<file path="config.mk">
export PLATFORM = sky130hd
export DESIGN_NAME = imem_loader
export DESIGN_NICKNAME = d
export VERILOG_FILES = /design/src/rtl/mips_pkg.sv /design/src/rtl/imem_word_assembler.sv /design/src/rtl/imem_loader.sv
export SDC_FILE = /design/constraint.sdc
export NUM_CORES = 1
export LEC_CHECK = 0
export CAP_MARGIN = 10
export CORE_MARGIN = 5
export CORE_UTILIZATION = 29
export CTS_BUF_LIST = sky130_fd_sc_hd__clkbuf_2 sky130_fd_sc_hd__clkbuf_4 sky130_fd_sc_hd__clkbuf_8
export DETAILED_ROUTE_END_ITERATION = 8
export GPL_ROUTABILITY_DRIVEN = 0
export GPL_TIMING_DRIVEN = 0
export SYNTH_ARGS = -nofsm -noshare
export SYNTH_HDL_FRONTEND = slang
export SYNTH_SLANG_ARGS = --single-unit
</file>
<file path="constraint.sdc">
create_clock -name clk -period 5.4 [get_ports clk]
set_input_delay 1.08 -clock clk [delete_from_list [all_inputs] [get_ports clk]]
set_output_delay 1.08 -clock clk [all_outputs]
set_load 0.02 [all_outputs]
</file>
<file path="src/rtl/mips_pkg.sv">
// Shared types and constants for the instruction-memory loader.
package mips_pkg;

   localparam int BYTE_W = 8;
   localparam int WORD_W = 32;
   localparam int HDR_W  = 16;

   typedef enum logic [2:0] {
      HDR_HI,
      HDR_LO,
      DATA,
      CHK,
      DONE,
      ERR
   } ldr_state_t;

endpackage

</file>
<file path="src/rtl/imem_word_assembler.sv">
// Packs accepted payload bytes into big-endian 32-bit words.
// word is valid alongside word_done, the strobe for the 4th byte of a word.
module imem_word_assembler
   import mips_pkg::*;
(
   input  logic              clk,
   input  logic              reset,
   input  logic [BYTE_W-1:0] byte_in,
   input  logic              byte_vld,
   output logic [WORD_W-1:0] word,
   output logic              word_done
);

   // Only the three earlier bytes are held; the 4th is taken straight from the input.
   logic [WORD_W-BYTE_W-1:0] shreg;
   logic [1:0]               byte_cnt;

   assign word      = {shreg, byte_in};
   assign word_done = byte_vld && (byte_cnt == 2'd3);

   // Shift in each payload byte and count position within the word.
   always_ff @(posedge clk) begin
      if (!reset) begin
         shreg    <= '0;
         byte_cnt <= '0;
      end else if (byte_vld) begin
         shreg    <= {shreg[WORD_W-2*BYTE_W-1:0], byte_in};
         byte_cnt <= byte_cnt + 2'd1;
      end
   end

endmodule

</file>
<file path="src/rtl/imem_loader.sv">
// Instruction-memory loader: receives a framed byte stream (count header,
// big-endian payload words, XOR checksum), writes words to sequential
// addresses and releases the CPU once the checksum matches.
// Optional inter-byte timeout: define IMEM_LOADER_TIMEOUT_EN.
module imem_loader
   import mips_pkg::*;
#(
   parameter int ADDR_W      = 8,
   parameter int MAX_WORDS   = 256,
   parameter int TIMEOUT_CYC = 1024
) (
   input  logic              clk,
   input  logic              reset,
   input  logic [BYTE_W-1:0] in_data,
   input  logic              in_valid,
   output logic              in_ready,
   output logic              wr_en,
   output logic [ADDR_W-1:0] wr_addr,
   output logic [WORD_W-1:0] wr_data,
   output logic              cpu_hold,
   output logic              done,
   output logic              error
);

   ldr_state_t        state, state_nx;
   logic              accept;
   logic [HDR_W-1:0]  n_words;
   logic [HDR_W-1:0]  hdr_n;
   logic [BYTE_W-1:0] chk_acc;
   logic [ADDR_W-1:0] word_idx;
   logic              last_word;
   logic              timeout_hit;
   logic              asm_vld;
   logic [WORD_W-1:0] asm_word;
   logic              asm_done;

   assign accept    = in_valid && in_ready;
   assign hdr_n     = {n_words[HDR_W-1:BYTE_W], in_data};
   assign last_word = (32'(word_idx) + 32'd1) == 32'(n_words);
   assign asm_vld   = accept && (state == DATA);

   imem_word_assembler u_asm (
      .clk       (clk),
      .reset     (reset),
      .byte_in   (in_data),
      .byte_vld  (asm_vld),
      .word      (asm_word),
      .word_done (asm_done)
   );

`ifdef IMEM_LOADER_TIMEOUT_EN
   localparam int TO_W = $clog2(TIMEOUT_CYC + 1);
   logic [TO_W-1:0] to_cnt;
   logic            to_active;

   // HDR_HI is excluded so the loader can wait forever for a frame to start.
   assign to_active   = (state == HDR_LO) || (state == DATA) || (state == CHK);
   assign timeout_hit = to_active && !accept && (to_cnt == TO_W'(TIMEOUT_CYC - 1));

   // Count idle cycles between bytes; any transfer restarts the count.
   always_ff @(posedge clk) begin
      if (!reset || !to_active || accept) to_cnt <= '0;
      else                                to_cnt <= to_cnt + TO_W'(1);
   end
`else
   localparam int unused_timeout_cyc = TIMEOUT_CYC;
   assign timeout_hit = 1'b0;
`endif

   // State register.
   always_ff @(posedge clk) begin
      if (!reset) state <= HDR_HI;
      else        state <= state_nx;
   end

   // Next-state logic; every advance needs an accepted byte.
   always_comb begin
      state_nx = state;
      unique case (state)
         HDR_HI: if (accept) state_nx = HDR_LO;
         HDR_LO: if (accept) begin
            if (int'(hdr_n) > MAX_WORDS) state_nx = ERR;
            else if (hdr_n == '0)       state_nx = CHK;
            else                        state_nx = DATA;
         end
         DATA:   if (asm_done && last_word) state_nx = CHK;
         CHK:    if (accept) state_nx = (in_data == chk_acc) ? DONE : ERR;
         default: state_nx = state;
      endcase
      if (timeout_hit) state_nx = ERR;
   end

   // Status outputs registered from next state so they change with the state.
   always_ff @(posedge clk) begin
      if (!reset) begin
         in_ready <= 1'b0;
         done     <= 1'b0;
         error    <= 1'b0;
         cpu_hold <= 1'b1;
      end else begin
         in_ready <= (state_nx == HDR_HI) || (state_nx == HDR_LO) ||
                     (state_nx == DATA)   || (state_nx == CHK);
         done     <= (state_nx == DONE);
         error    <= (state_nx == ERR);
         cpu_hold <= (state_nx != DONE);
      end
   end

   // Capture the header count and fold every pre-checksum byte into the XOR.
   always_ff @(posedge clk) begin
      if (!reset) begin
         n_words <= '0;
         chk_acc <= '0;
      end else if (accept) begin
         if (state == HDR_HI) n_words[HDR_W-1:BYTE_W] <= in_data;
         if (state == HDR_LO) n_words[BYTE_W-1:0]     <= in_data;
         if ((state == HDR_HI) || (state == HDR_LO) || (state == DATA))
            chk_acc <= chk_acc ^ in_data;
      end
   end

   // Issue a one-cycle write per completed word at sequential addresses.
   always_ff @(posedge clk) begin
      if (!reset) begin
         wr_en    <= 1'b0;
         wr_addr  <= '0;
         wr_data  <= '0;
         word_idx <= '0;
      end else begin
         wr_en <= asm_done;
         if (asm_done) begin
            wr_addr <= word_idx;
            wr_data <= asm_word;
            // The last word leaves the index alone so it never wraps.
            if (!last_word) word_idx <= word_idx + ADDR_W'(1);
         end
      end
   end

endmodule

</file>
==> flow_summary.ini <==
[floorplan]
die_w_um = 133
num_rows = 45
dieHeight_um = 133
die-area_mm2 = 0.0177
io_pins = 56
core-area_mm2 = 0.0150
start_util_pct = 29.2

[synthesis]
synth_cell_type_count = 45
avgSynthCellArea_um2 = 8.08
synth_edf_count = 0
syn_inst = 542
synth_top_family_by_area = simple AND/OR/NAND/NOR gates
async_flop_share_pct = 0
yosys_warnings = 0
synth.ff_latch_count = 106
synth-compound-area-share_pct = 14.1
synthFlopType = dfxtp_1
synthSimpleGateAreaFrac_pct = 23.9
synthXorXnorAreaFrac_pct = 5.60
synth_area_mm2 = 0.00438
synthAdderAreaFrac_pct = 0.572
synth-seq-area-share_pct = 48.5
syn_nets = 555
synth.area.mux_share_pct = 2.74

[critical_path]
startpoint_type = primary input
ff2ff_setup_slack_ns = 2.88
cp-startpoint = in_valid
r2r_end = word_idx[5]
r2r-start = word_idx[0]
end_kind = register
cp_max_fo = 10
arrival_ns = 3.44
crit_path_end = word_idx[5]
cp.required_ns = 5.71
reg2reg_depth = 6
critical_path_class = in2reg

[clocking]
clock-root-buffer = clkbuf_8
post_cts.repair.setup_buffers = 0
htreeDepth = 3
numCtsBuffers = 9
cts_sinks = 106
insertion_delay_ns = 0.37
clk_pin_slew_worst_paths_ns = 0.11
cts_tree = built
ctsHoldBuffers = 0
clock_path_buffers = 2
cts-resized-gates = 0

[detailed_routing]
drt_iter0_drc = 167
wl_um = 11000
first_pass_iters = 4
dr_wl_met2_um = 5030
post-route-drc-count = 0
vias = 3775
wl_met3_um = 599
routedWlPerCell_um = 13.9
wirelength_met1_um = 5300
drtAntennaViolNets = 0
avgViaCountPerCell = 4.77
topRoutingLayerUsed = met4

[sta]
fin_skew_ns = 0.0159
final.period_utilization_pct = 58.0
holdWs_ns = 0.456
max-slew-margin-rel_pct = 27.4
fmax_ghz = 0.320
fin_setup_tns_ns = 0
final_hold_viol_count = 0
rsz0062_at_grt = no
tightest_slew_ns = 1.08
setup_viol = 0
fin_crit_ns = 3.13
fin_ws_ns = 2.27
finalMaxSlewViolations = 0

[cells_and_area]
finish.utilization_pct = 35.1
syn_to_final_growth_pct = 20.2
nFillCells = 1553
fin_area_mm2 = 0.00526
insertedDiodeCount = 0
layout_commonest_cell = nand2_1
drive_gt1_share_pct = 5.14
nNetsFinal = 613
layout_common_cells = nand2_1, dfxtp_1, a21oi_1

[status]
outcome = finished clean

[placement]
placed_cell_area_mm2 = 0.00508
dp_hpwl_um = 8110
io_buffers = 47
pre_cts_ws_ns = 1.90

[global_routing]
grt_overflow_total = 0
grt_pass1_vias = 3768
grt_antenna_before_repair = 0
grt_start_max_net_pins = 17
track_usage_pct = 12.6
grt_pass1_wl_um = 18500

[power]
p_per_area_mw_per_mm2 = 259
leakage_nw = 1.68
irDropWorstVdd_uv = 138

[worst_hold_path]
min_path_type = reg2reg

[job]
cap_violations = 0
==> Yosys cell counts (5+ instances only) <==
cell type    n  area [um^2]
nand2_1    161          604
dfxtp_1    106         2120
a21oi_1     74          370
clkbuf_1    40          150
nor2_1      31          116
xnor2_1     14          123
xor2_1      14          123
mux2i_1     12          120
nand4_1     10         62.6
o21ai_0     10         50.1
and2_1       5         31.3
inv_1        5         18.8
or2_2        5         31.3
==> flip-flops by register name, summed over array words and instances, names as in the netlist <==
register        count
wr_data            32
u_asm.shreg        24
n_words            16
chk_acc             8
word_idx            8
wr_addr             8
state               3
u_asm.byte_cnt      2
cpu_hold            1
done                1
error               1
in_ready            1
wr_en               1
==> worst max-delay path: stages <==
cell and delay, ns:
clkdlybuf4s50_1 0.46, nand4bb_1 0.23, nand2b_1 0.20, clkbuf_1 0.57
nor2_1 0.15, and2_1 0.21, a221oi_1 0.32, mux2i_1 0.21
==> through the flow <==
stage	total power, mW	instances
5_1_grt	1.42	791
3_3_place_gp	0.907	777
4_1_cts	1.38	791
2_1_floorplan	0.882	542
3_5_place_dp	0.909	777
6_report	1.37	791
==> power breakdown <==
part / switching, mW / internal (mW)
clock: 0.265 / 0.210
combinational: 0.0566 / 0.0319
sequential: 0.00980 / 0.793
==> area by class of cell <==
cell class              instances  area (um^2)  area share (%)
repair buffers                 47          470            8.94
multi-input cells             387         2050            39.0
well taps                     188          235            4.47
inverters                       5         18.8           0.357
plain buffers                  44          184            3.49
clock inverters                 5         56.3            1.07
clock buffers                   9          124            2.35
flip-flops and latches        106         2120            40.3
==> routing by layer <==
layer  track usage [%]  vias up
met3              3.46        6
met1              17.1     1777
li1                  -     1904
met4              2.71        0
met5                 0        -
met2              20.1       88
==> worst min-delay path by stage <==
| stage | startpoint | to | slack, ns | depth (start not counted) |
|---|---|---|---|---|
| 2_1_floorplan | u_asm.shreg[16] | wr_data[24] | 0.43 | 2 |
| 4_1_cts | wr_data[15] | wr_data[15] | 0.46 | 2 |
| 5_1_grt | wr_data[15] | wr_data[15] | 0.48 | 2 |
| 3_5_place_dp | wr_data[15] | wr_data[15] | 0.45 | 2 |
| 6_report | wr_data[15] | wr_data[15] | 0.46 | 2 |
| 3_3_place_gp | wr_data[5] | wr_data[5] | 0.44 | 2 |
==> cell families after synthesis <==
kind of cell	Yosys count
buffers and inverters	49
DFF	106
xor gates and xnor gates	28
AOI/OAI and AO/OA	104
and+or+nand+nor	241
adders and majority gates	2
muxes	12
(Power assumes the default switching activity.)
